`src/rtl/fetch_request_unit.sv`:
```
// fetch_request_unit: instruction-fetch initiator for the program text memory bus.
//
// Holds the fetch PC and issues in-order pipelined reads under wait-request
// back-pressure. Every accepted request reserves a FIFO entry up front, so a
// response always has somewhere to land. Responses to requests issued before a
// redirect are counted as stale and discarded. Fetched words are presented to
// decode with their PCs through a valid/ready FIFO.
//
// Ports:
//   clock              system clock, all state updates on posedge
//   reset              asynchronous, active-high
//   i_redirect         flush and restart fetch at i_redirect_pc
//   i_redirect_pc      new fetch PC, bits [1:0] forced to 0
//   o_bus_read_enable  request strobe
//   o_bus_address      request address (current fetch PC)
//   i_bus_read_data    response data, sampled when i_bus_valid=1
//   i_bus_wait_req     bus refuses the request this cycle
//   i_bus_valid        one in-order response this cycle
//   o_inst_valid       head instruction available
//   o_inst             head instruction word
//   o_inst_pc          PC of the head instruction
//   i_inst_ready       decode consumes the head this cycle
//
// Configuration macro: FETCH_BYPASS_EN. When defined, a live response that
// arrives while the FIFO holds no filled entry is presented to decode in the
// same cycle; otherwise decode sees registered FIFO contents only.
module fetch_request_unit #(
  parameter int unsigned FIFO_DEPTH      = 4,
  parameter int unsigned MAX_OUTSTANDING = 4,
  parameter logic [31:0] RESET_PC        = 32'h0040_0000
) (
  input  logic        clock,
  input  logic        reset,
  input  logic        i_redirect,
  input  logic [31:0] i_redirect_pc,
  output logic        o_bus_read_enable,
  output logic [31:0] o_bus_address,
  input  logic [31:0] i_bus_read_data,
  input  logic        i_bus_wait_req,
  input  logic        i_bus_valid,
  output logic        o_inst_valid,
  output logic [31:0] o_inst,
  output logic [31:0] o_inst_pc,
  input  logic        i_inst_ready
);
  localparam int unsigned AW = $clog2(FIFO_DEPTH);
  localparam int unsigned PW = AW + 1;

  logic [PW-1:0] r_issue, r_fill, r_head;
  logic [7:0]    r_in_flight, r_stale;
  logic [31:0]   r_pc;
  logic [31:0]   r_pc_mem   [FIFO_DEPTH];
  logic [31:0]   r_data_mem [FIFO_DEPTH];

  logic [PW-1:0] w_reserved;
  logic [8:0]    w_outstanding;
  logic          w_accept, w_live, w_empty, w_pop;

  // Entries are reserved at issue time, so issue-head bounds the FIFO usage.
  assign w_reserved    = r_issue - r_head;
  assign w_outstanding = {1'b0, r_in_flight} + {1'b0, r_stale};

  assign o_bus_read_enable = !reset && !i_redirect
                           && (w_reserved < PW'(FIFO_DEPTH))
                           && (w_outstanding < 9'(MAX_OUTSTANDING));
  assign o_bus_address     = r_pc;

  assign w_accept = o_bus_read_enable && !i_bus_wait_req;
  // A response is live only when no stale responses are still owed; one that
  // arrives during a redirect is folded into the stale accounting instead.
  assign w_live   = i_bus_valid && !i_redirect && (r_stale == 8'd0);
  assign w_empty  = (r_fill == r_head);

`ifdef FETCH_BYPASS_EN
  assign o_inst_valid = !w_empty || w_live;
  assign o_inst       = w_empty ? i_bus_read_data : r_data_mem[r_head[AW-1:0]];
`else
  assign o_inst_valid = !w_empty;
  assign o_inst       = r_data_mem[r_head[AW-1:0]];
`endif
  // With an empty FIFO head equals fill, so this is also the PC of the
  // entry a bypassed response belongs to.
  assign o_inst_pc = r_pc_mem[r_head[AW-1:0]];

  // A bypassed pop advances head together with fill, so the entry never
  // becomes visible as occupied.
  assign w_pop = o_inst_valid && i_inst_ready && !i_redirect;

  always_ff @(posedge clock or posedge reset) begin
    if (reset) begin
      r_issue     <= '0;
      r_fill      <= '0;
      r_head      <= '0;
      r_in_flight <= 8'd0;
      r_stale     <= 8'd0;
      r_pc        <= RESET_PC;
    end else if (i_redirect) begin
      r_fill      <= r_issue;
      r_head      <= r_issue;
      r_pc        <= {i_redirect_pc[31:2], 2'b00};
      // Everything live becomes stale; a response this cycle is dropped.
      r_stale     <= r_stale + r_in_flight - {7'd0, i_bus_valid};
      r_in_flight <= 8'd0;
    end else begin
      if (w_accept) begin
        r_issue <= r_issue + 1'b1;
        r_pc    <= r_pc + 32'd4;
      end
      if (w_live) r_fill <= r_fill + 1'b1;
      if (w_pop) r_head <= r_head + 1'b1;
      r_in_flight <= r_in_flight + {7'd0, w_accept} - {7'd0, w_live};
      if (i_bus_valid && r_stale != 8'd0) r_stale <= r_stale - 8'd1;
    end
  end

  always_ff @(posedge clock) begin
    if (w_accept) r_pc_mem[r_issue[AW-1:0]] <= r_pc;
    if (w_live) r_data_mem[r_fill[AW-1:0]] <= i_bus_read_data;
  end
endmodule

```
`config.mk`:
```
export PLATFORM = sky130hd
export DESIGN_NAME = fetch_request_unit
export DESIGN_NICKNAME = d
export VERILOG_FILES = /design/src/rtl/fetch_request_unit.sv
export SDC_FILE = /design/constraint.sdc
export NUM_CORES = 1
export LEC_CHECK = 0
export CORE_MARGIN = 2
export CORE_UTILIZATION = 25
export DETAILED_ROUTE_END_ITERATION = 10
export PLACE_DENSITY = 0.51
export RECOVER_POWER = 50
export SLEW_MARGIN = 5
export SYNTH_ARGS = -nofsm -noshare
export SYNTH_HDL_FRONTEND = slang
export SYNTH_SLANG_ARGS = --single-unit
```
`constraint.sdc`:
```
create_clock -name clock -period 4.9 [get_ports clock]
set_input_delay 0.49 -clock clock [delete_from_list [all_inputs] [get_ports clock]]
set_output_delay 0.49 -clock clock [all_outputs]
set_load 0.01 [all_outputs]
```
==> flow_summary.json, run 1 <==
{
  "status": "finished with violations",
  "violations": "capacitance limit, slew limit",
  "routedWlPerCell_um": 18.9,
  "critPathKind": "reg -> reg",
  "nets": 1118,
  "setup_viol": 0,
  "cp-start-kind": "flip-flop",
  "syn-instance-count": 815,
  "async_reset_ff_share_pct": 18.2,
  "hold_buffers": 0,
  "grt_antenna_before_repair": 1,
  "yosysSeqAreaShare_pct": 67.2,
  "final-hold-violation-count": 0,
  "wirelength_um": 32500,
  "clkSinkCount": 303,
  "dp_slack_ns": 0.455,
  "synthSimpleGateAreaFrac_pct": 5.64,
  "r2r_setup_slack_ns": 0.60,
  "drtIter0Drc": 399,
  "cap_violations": 1,
  "syn-cell-area_um2": 13100,
  "die_h_um": 233,
  "powerDensity_nw_per_um2": 472,
  "ys.warnings.count": 0,
  "synth_seq_cells": 303,
  "r2r-start": "r_in_flight[1]$_DFF_PP0_",
  "ff2ff_path_depth": 19,
  "core_area_um2": 52200,
  "fin_crit_sh_pct": 87.7,
  "antenna_cells": 0,
  "cp_cell_sequence": "inv_1, ha_1, a31oi_1, o21bai_1, mux2i_1, o21ai_0, buf_4, nor3_1, inv_1, ha_1, inv_1, ha_1, fa_1, a21o_1, a21o_1, a21o_1, a21oi_1, xor2_1, nor2_1",
  "initial_core_util_pct": 25.1,
  "cts_tree": "yes",
  "fin_setup_tns_ns": 0,
  "synth_top_family_by_area": "multiplexers",
  "path_clk_slew_ns": 0.06,
  "io_buffer_count": 161,
  "die_w_um": 233,
  "die_area_um2": 54400,
  "fin_skew_ns": 0.0155,
  "cts_made_buffers": 35,
  "post-cts-setup-buffers": 0,
  "drc": 0,
  "syn_to_final_growth_pct": 27.4,
  "synth_area_per_cell_um2": 16.1,
  "antenna_left": 0,
  "fmax_ghz": 0.233,
  "worst_slew_pin_slew_ns": 2.01,
  "crit_family": "compound AO/OA/AOI/OAI gates",
  "row_count": 84,
  "vias": 7703,
  "synth_compound_area_share_pct": 6.63,
  "slew_headroom_pct": -34.2,
  "layout_setup_ws_ns": 0.603,
  "r2r_end": "r_in_flight[6]$_DFF_PP0_",
  "muxShareOfSynthArea_pct": 11.2,
  "gr-total-overflow": 0,
  "leakage_nw": 6.02,
  "grt_pass1_vias": 7936,
  "cts_max_level": 2,
  "synthXorXnorAreaFrac_pct": 2.13,
  "rsz0062_at_grt": "no",
  "crit_path_top_delay_cell": "fa_1",
  "ctsResizeCount": 0,
  "synthAdderAreaFrac_pct": 4.21,
  "critPathBufInv": 4,
  "peakVddDrop_mv": 0.187,
  "worst_ep_required_time_ns": 5.28,
  "root_buffer": "clkbuf_16",
  "pin_count": 168,
  "place_hpwl_um": 20800,
  "synth-edff-count": 248,
  "clkLatencyLatePin_ns": 0.53,
  "grt_max_degree": 62,
  "synth_cell_type_count": 61,
  "firstDrtPassIters": 4,
  "period_minus_slack_ns": 4.30,
  "grt_pass1_wl_um": 48800,
  "cp-end-kind": "flip-flop",
  "cts_buffer_depth": 3,
  "drive_gt1_share_pct": 14.8,
  "crit_end": "r_in_flight[6]$_DFF_PP0_",
  "fill_cells": 5104,
  "path_depth": 19,
  "cp_max_fo": 6,
  "gp_congestion": 0.765,
  "timing.hold.worst.start": "i_redirect_pc[3]",
  "arrival_ns": 4.68,
  "cp-startpoint": "r_in_flight[1]$_DFF_PP0_",
  "min_path_type": "in -> reg",
  "max_stage_delay_ns": 0.40,
  "synthFlopType": "edfxtp_1",
  "grt_use_total_pct": 11.9,
  "report.final.slew_viol_count": 34,
  "vias_per_cell": 4.48
}
[metrics by stage]
step | total power (W) | util, % | hold slack [ns] | cells | instance area [um2]
6_report | 0.00790 | 32.0 | 0.532 | 1718 | 16700
5_1_grt | 0.00835 | 32.0 | 0.540 | 1718 | 16700
4_1_cts | 0.00805 | 32.1 | 0.475 | 1718 | 16700
3_5_place_dp | 0.00550 | 30.0 | 0.564 | 1656 | 15700
3_3_place_gp | 0.00549 | 30.0 | 0.558 | 1656 | 15700
2_1_floorplan | 0.00459 | - | 0.493 | 818 | 13100
[power by group]
group	internal (W)	leakage [nW]	total (W)	switching (W)
clock	0.00147	0.542	0.00251	0.00104
combinational	0.00117	2.58	0.00230	0.00113
sequential	0.00292	2.90	0.00309	0.000169
[worst reg2reg max path, stage by stage (launching register included)]
cell      delay, ns
dfrtp_1        0.37
inv_1          0.10
ha_1           0.37
a31oi_1        0.17
o21bai_1       0.32
mux2i_1        0.24
o21ai_0        0.12
buf_4          0.17
nor3_1         0.33
inv_1          0.08
ha_1           0.28
inv_1          0.04
ha_1           0.20
fa_1           0.40
a21o_1         0.20
a21o_1         0.20
a21o_1         0.18
a21oi_1        0.18
xor2_1         0.16
nor2_1         0.05
[synth_stat cells, types with 4 or more instances]
cell	n	area [um2]
edfxtp_1	248	7450
mux4_2	62	1400
inv_1	57	214
dfrtp_1	54	1350
nand2_1	45	169
ha_1	41	513
o21ai_0	34	170
nor2_1	32	120
a21o_1	25	188
xnor2_1	22	193
clkbuf_1	16	60.1
nand3_1	16	80.1
nor3_1	15	75.1
a21oi_1	11	55.1
and3_1	11	68.8
xor2_1	10	87.6
buf_1	8	30.0
o31ai_1	8	60.1
o41ai_1	8	70.1
a32o_1	5	50.1
and2_1	5	31.3
nand4_1	5	31.3
nor2b_1	5	31.3
nor4_1	5	31.3
a21boi_0	4	30.0
buf_4	4	30.0
buf_6	4	45.0
mux2i_1	4	40.0
[cell usage in the layout, fill, tap and decap left out, drive strengths merged, types with 4 or more instances in the layout]
cell type,netlist,final
clkinv,1,14
dlygate4sd3,0,64
a21boi,4,4
edfxtp,248,248
o41ai,8,8
o31ai,9,9
o21ai,35,35
nor4,6,6
conb,1,4
nor2b,5,5
clkbuf,16,47
nand3,16,16
and3,11,11
a32o,5,5
xor2,10,10
and2,5,5
nor3,15,15
nor2,32,32
dfrtp,54,54
nand2,45,45
xnor2,22,22
mux2i,4,4
inv,57,60
buf,18,20
a21oi,11,11
a21o,25,25
ha,41,41
nand4,5,5
mux4,62,62
clkdlybuf4s50,0,96
[how the worst min path moves through the flow]
| stage | to | cells past startpoint | slack (ns) |
|---|---|---|---|
| CTS | r_head[2]$_DFFE_PP0P_ | 2 | 0.48 |
| global route | o_bus_address[3]$_DFFE_PP0N_ | 3 | 0.54 |
| floorplan | r_issue[2]$_DFFE_PP0P_ | 1 | 0.49 |
| global placement | o_bus_address[22]$_DFFE_PP1N_ | 1 | 0.56 |
| detailed placement | r_issue[2]$_DFFE_PP0P_ | 1 | 0.56 |
| finish | o_bus_address[3]$_DFFE_PP0N_ | 3 | 0.53 |
[registers in the layout, summed over array words and instances (netlist names)]
| name | flops |
|---|---|
| o_bus_address | 30 |
| r_data_mem | 128 |
| r_fill | 3 |
| r_head | 3 |
| r_in_flight | 8 |
| r_issue | 3 |
| r_pc_mem | 120 |
| r_stale | 8 |
[final cells by class]
| type | count | area (um2) | share of cell area (%) |
|---|---|---|---|
| clock buffer | 43 | 936 | 5.59 |
| tap | 688 | 861 | 5.15 |
| timing repair buffer | 184 | 1790 | 10.7 |
| inverter | 58 | 218 | 1.30 |
| clock inverter | 19 | 154 | 0.920 |
| multi-input combinational | 423 | 3940 | 23.5 |
| sequential | 303 | 8830 | 52.8 |
[per-layer routing]
metal  part of all wire [%]  up-vias  track usage, %  wire length (um)
li1                       -     3521               -                 -
met1                     46     3971            16.2             14800
met2                     47      162            19.1             15300
met3                    5.1       47            2.75              1660
met4                    2.1        2            3.36               677
met5                  0.040        -               0                13
[kinds of logic after synthesis]
family                     count (synthesis)
DFF                                      303
and+or+nand+nor                          151
AOI/OAI and AO/OA                        124
buffers and inverters                     92
muxes                                     69
adders and majority gates                 43
xor gates and xnor gates                  32
other                                      1
No activity file was read; power rests on OpenSTA's default activity.
==> run 2, diff against run 1 <==
--- a/config.mk
+++ b/config.mk
@@ -5,10 +5,10 @@
 export SDC_FILE = /design/constraint.sdc
 export NUM_CORES = 1
 export LEC_CHECK = 0
+export ABC_CLOCK_PERIOD_IN_PS = 4900
 export CORE_MARGIN = 2
 export CORE_UTILIZATION = 25
 export DETAILED_ROUTE_END_ITERATION = 10
-export PLACE_DENSITY = 0.51
 export RECOVER_POWER = 50
 export SLEW_MARGIN = 5
 export SYNTH_ARGS = -nofsm -noshare
==> run 2 against run 1 <==
The flow now finishes without violations. Setup slack worse by 0.12 ns. Global-route usage is essentially flat. Count of clock-buffer cells in the layout up 5. Clock power is essentially flat. Combinational power about the same. Sequential share of layout area grew 0.088 points. Register-to-register slack worse by 0.12 ns.
==> flow_summary.json, run 2 (synthesis results as in run 1) <==
{
  "status": "finished, final reports clean",
  "min_to": "r_issue[2]$_DFFE_PP0P_",
  "r2r-start": "r_in_flight[1]$_DFF_PP0_",
  "worst_slew_pin_slew_ns": 1.44,
  "final_cell_mix": "edfxtp_1 (248), clkdlybuf4s50_1 (96), dlygate4sd3_1 (64)",
  "r2r_setup_slack_ns": 0.48,
  "crit_path_top_delay_cell": "fa_1",
  "grt_max_degree": 54,
  "final-hold-violation-count": 0,
  "post-cts-setup-buffers": 0,
  "crit_family": "compound AO/OA/AOI/OAI gates",
  "cp-start-kind": "flip-flop",
  "grt_pass1_wl_um": 48500,
  "pin_count": 168,
  "cts_max_level": 2,
  "switching_share_pct": 29.6,
  "power_frac_seq_pct": 39.2,
  "routedWlPerCell_um": 18.8,
  "p_comb_share_pct": 29.2,
  "wirelength_um": 32300,
  "grt_pass1_vias": 7930,
  "grt_use_total_pct": 11.9,
  "nets": 1116,
  "setup_viol": 0,
  "rsz0062_at_grt": "no",
  "gr-total-overflow": 0,
  "cts_buffer_depth": 3,
  "p_sw_w": 0.00233,
  "ctsResizeCount": 0,
  "critPathBufInv": 3,
  "clkLatencyLatePin_ns": 0.53,
  "core_area_um2": 52200,
  "firstDrtPassIters": 4,
  "grt_antenna_before_repair": 4,
  "cp-end-kind": "flip-flop",
  "max_stage_delay_ns": 0.41,
  "fin_skew_ns": 0.0167,
  "cp_cell_sequence": "inv_1, ha_1, a31oi_1, o21bai_1, a311oi_1, o2111ai_2, nor3_1, inv_1, ha_1, inv_1, ha_1, fa_1, a21o_1, a21o_1, a21o_1, a21oi_1, xor2_1, nor2_1",
  "fin_crit_sh_pct": 90.2,
  "largest_reg_flops": 128,
  "fin_setup_tns_ns": 0,
  "die_w_um": 233,
  "r2r_end": "r_in_flight[6]$_DFF_PP0_",
  "initial_core_util_pct": 25.1,
  "io_buffer_count": 161,
  "clkPwrFrac_pct": 31.6,
  "drtIter0Drc": 433,
  "critPathKind": "reg -> reg",
  "die_area_um2": 54400,
  "arrival_ns": 4.81,
  "timing.hold.worst.start": "r_issue[2]$_DFFE_PP0P_",
  "die_h_um": 233,
  "cap_violations": 0,
  "drc": 0,
  "worst_ep_required_time_ns": 5.29,
  "whs_path_depth": 1,
  "p_int_w": 0.00554,
  "drive_gt1_share_pct": 14.3,
  "cp_max_fo": 6,
  "layout.cells.most_common": "edfxtp_1",
  "slew_headroom_pct": 3.66,
  "vias_per_cell": 4.46,
  "gp_congestion": 0.813,
  "path_clk_slew_ns": 0.06,
  "vias": 7670,
  "cts_tree": "yes",
  "period_minus_slack_ns": 4.42,
  "syn_to_final_growth_pct": 27.1,
  "peakVddDrop_mv": 0.200,
  "ff2ff_path_depth": 18,
  "cts_made_buffers": 35,
  "antenna_left": 0,
  "clkSinkCount": 303,
  "min_path_type": "reg -> reg",
  "root_buffer": "clkbuf_16",
  "powerDensity_nw_per_um2": 471,
  "place_hpwl_um": 21200,
  "fmax_ghz": 0.226,
  "report.final.slew_viol_count": 0,
  "row_count": 84,
  "power_w": 0.00787,
  "leakage_nw": 6.00,
  "hold_buffers": 0
}
[run 2: cell count changes in the layout (fill, tap and decap cells not counted), sizes merged]
cell and change:
clkbuf +5, clkinvlp -1, diode +1, inv -1
clkinv -1, buf -2, bufinv -1
[run 2: final cells by class]
class / count / area [um2]
fillers: 5119 / 35500
well taps: 688 / 861
inverters: 58 / 218
repair buffers: 182 / 1750
flip-flops and latches: 303 / 8830
clock buffers: 48 / 976
diodes: 1 / 2.50
multi-input cells: 423 / 3940
clock inverters: 15 / 123
[run 2: worst max-delay path by stage]
stage | depth (start not counted) | start | slack, ns | endpoint
global placement | 16 | reset | 0.45 | r_in_flight[6]$_DFF_PP0_
floorplan | 19 | r_head[1]$_DFFE_PP0P_ | 0.82 | r_in_flight[6]$_DFF_PP0_
CTS | 18 | r_in_flight[1]$_DFF_PP0_ | 0.50 | r_in_flight[6]$_DFF_PP0_
finish | 18 | r_in_flight[1]$_DFF_PP0_ | 0.48 | r_in_flight[6]$_DFF_PP0_
global route | 18 | r_stale[1]$_DFFE_PP0P_ | 0.15 | r_in_flight[6]$_DFF_PP0_
detailed placement | 16 | reset | 0.43 | r_in_flight[6]$_DFF_PP0_
[run 2: layer usage]
| layer | GRT usage (%) | vias to the layer above | part of all wire, % |
|---|---|---|---|
| met5 | 0 | - | 0.093 |
| met4 | 3.84 | 4 | 2.3 |
| met3 | 3.52 | 44 | 8.5 |
| met2 | 18.9 | 201 | 47 |
| met1 | 15.6 | 3906 | 43 |
| li1 | - | 3515 | - |
[run 2: metrics by stage]
step	instance area, um2	hold slack [ns]	util (%)	worst slack (ns)	instances
finish	16700	0.533	32.0	0.480	1718
floorplan	13100	0.493	-	0.824	818
global placement	15600	0.515	29.9	0.450	1654
global route	16700	0.546	32.0	0.152	1718
detailed placement	15600	0.526	29.9	0.432	1654
CTS	16700	0.498	32.0	0.504	1717
[run 2: worst reg2reg max path, stage by stage (launching register included)]
cell,delay (ns)
dfrtp_1,0.37
inv_1,0.10
ha_1,0.36
a31oi_1,0.34
o21bai_1,0.18
a311oi_1,0.36
o2111ai_2,0.24
nor3_1,0.34
inv_1,0.10
ha_1,0.29
inv_1,0.05
ha_1,0.20
fa_1,0.41
a21o_1,0.19
a21o_1,0.19
a21o_1,0.18
a21oi_1,0.16
xor2_1,0.17
nor2_1,0.05
[run 2: power groups by stage]
stage | Combinational, W | Sequential [W] | Clock [W]
6_report | 0.00230 | 0.00308 | 0.00249
5_1_grt | 0.00255 | 0.00310 | 0.00266
4_1_cts | 0.00237 | 0.00308 | 0.00257
3_5_place_dp | 0.00235 | 0.00313 | 0
3_3_place_gp | 0.00235 | 0.00313 | 0
2_1_floorplan | 0.00150 | 0.00309 | 0
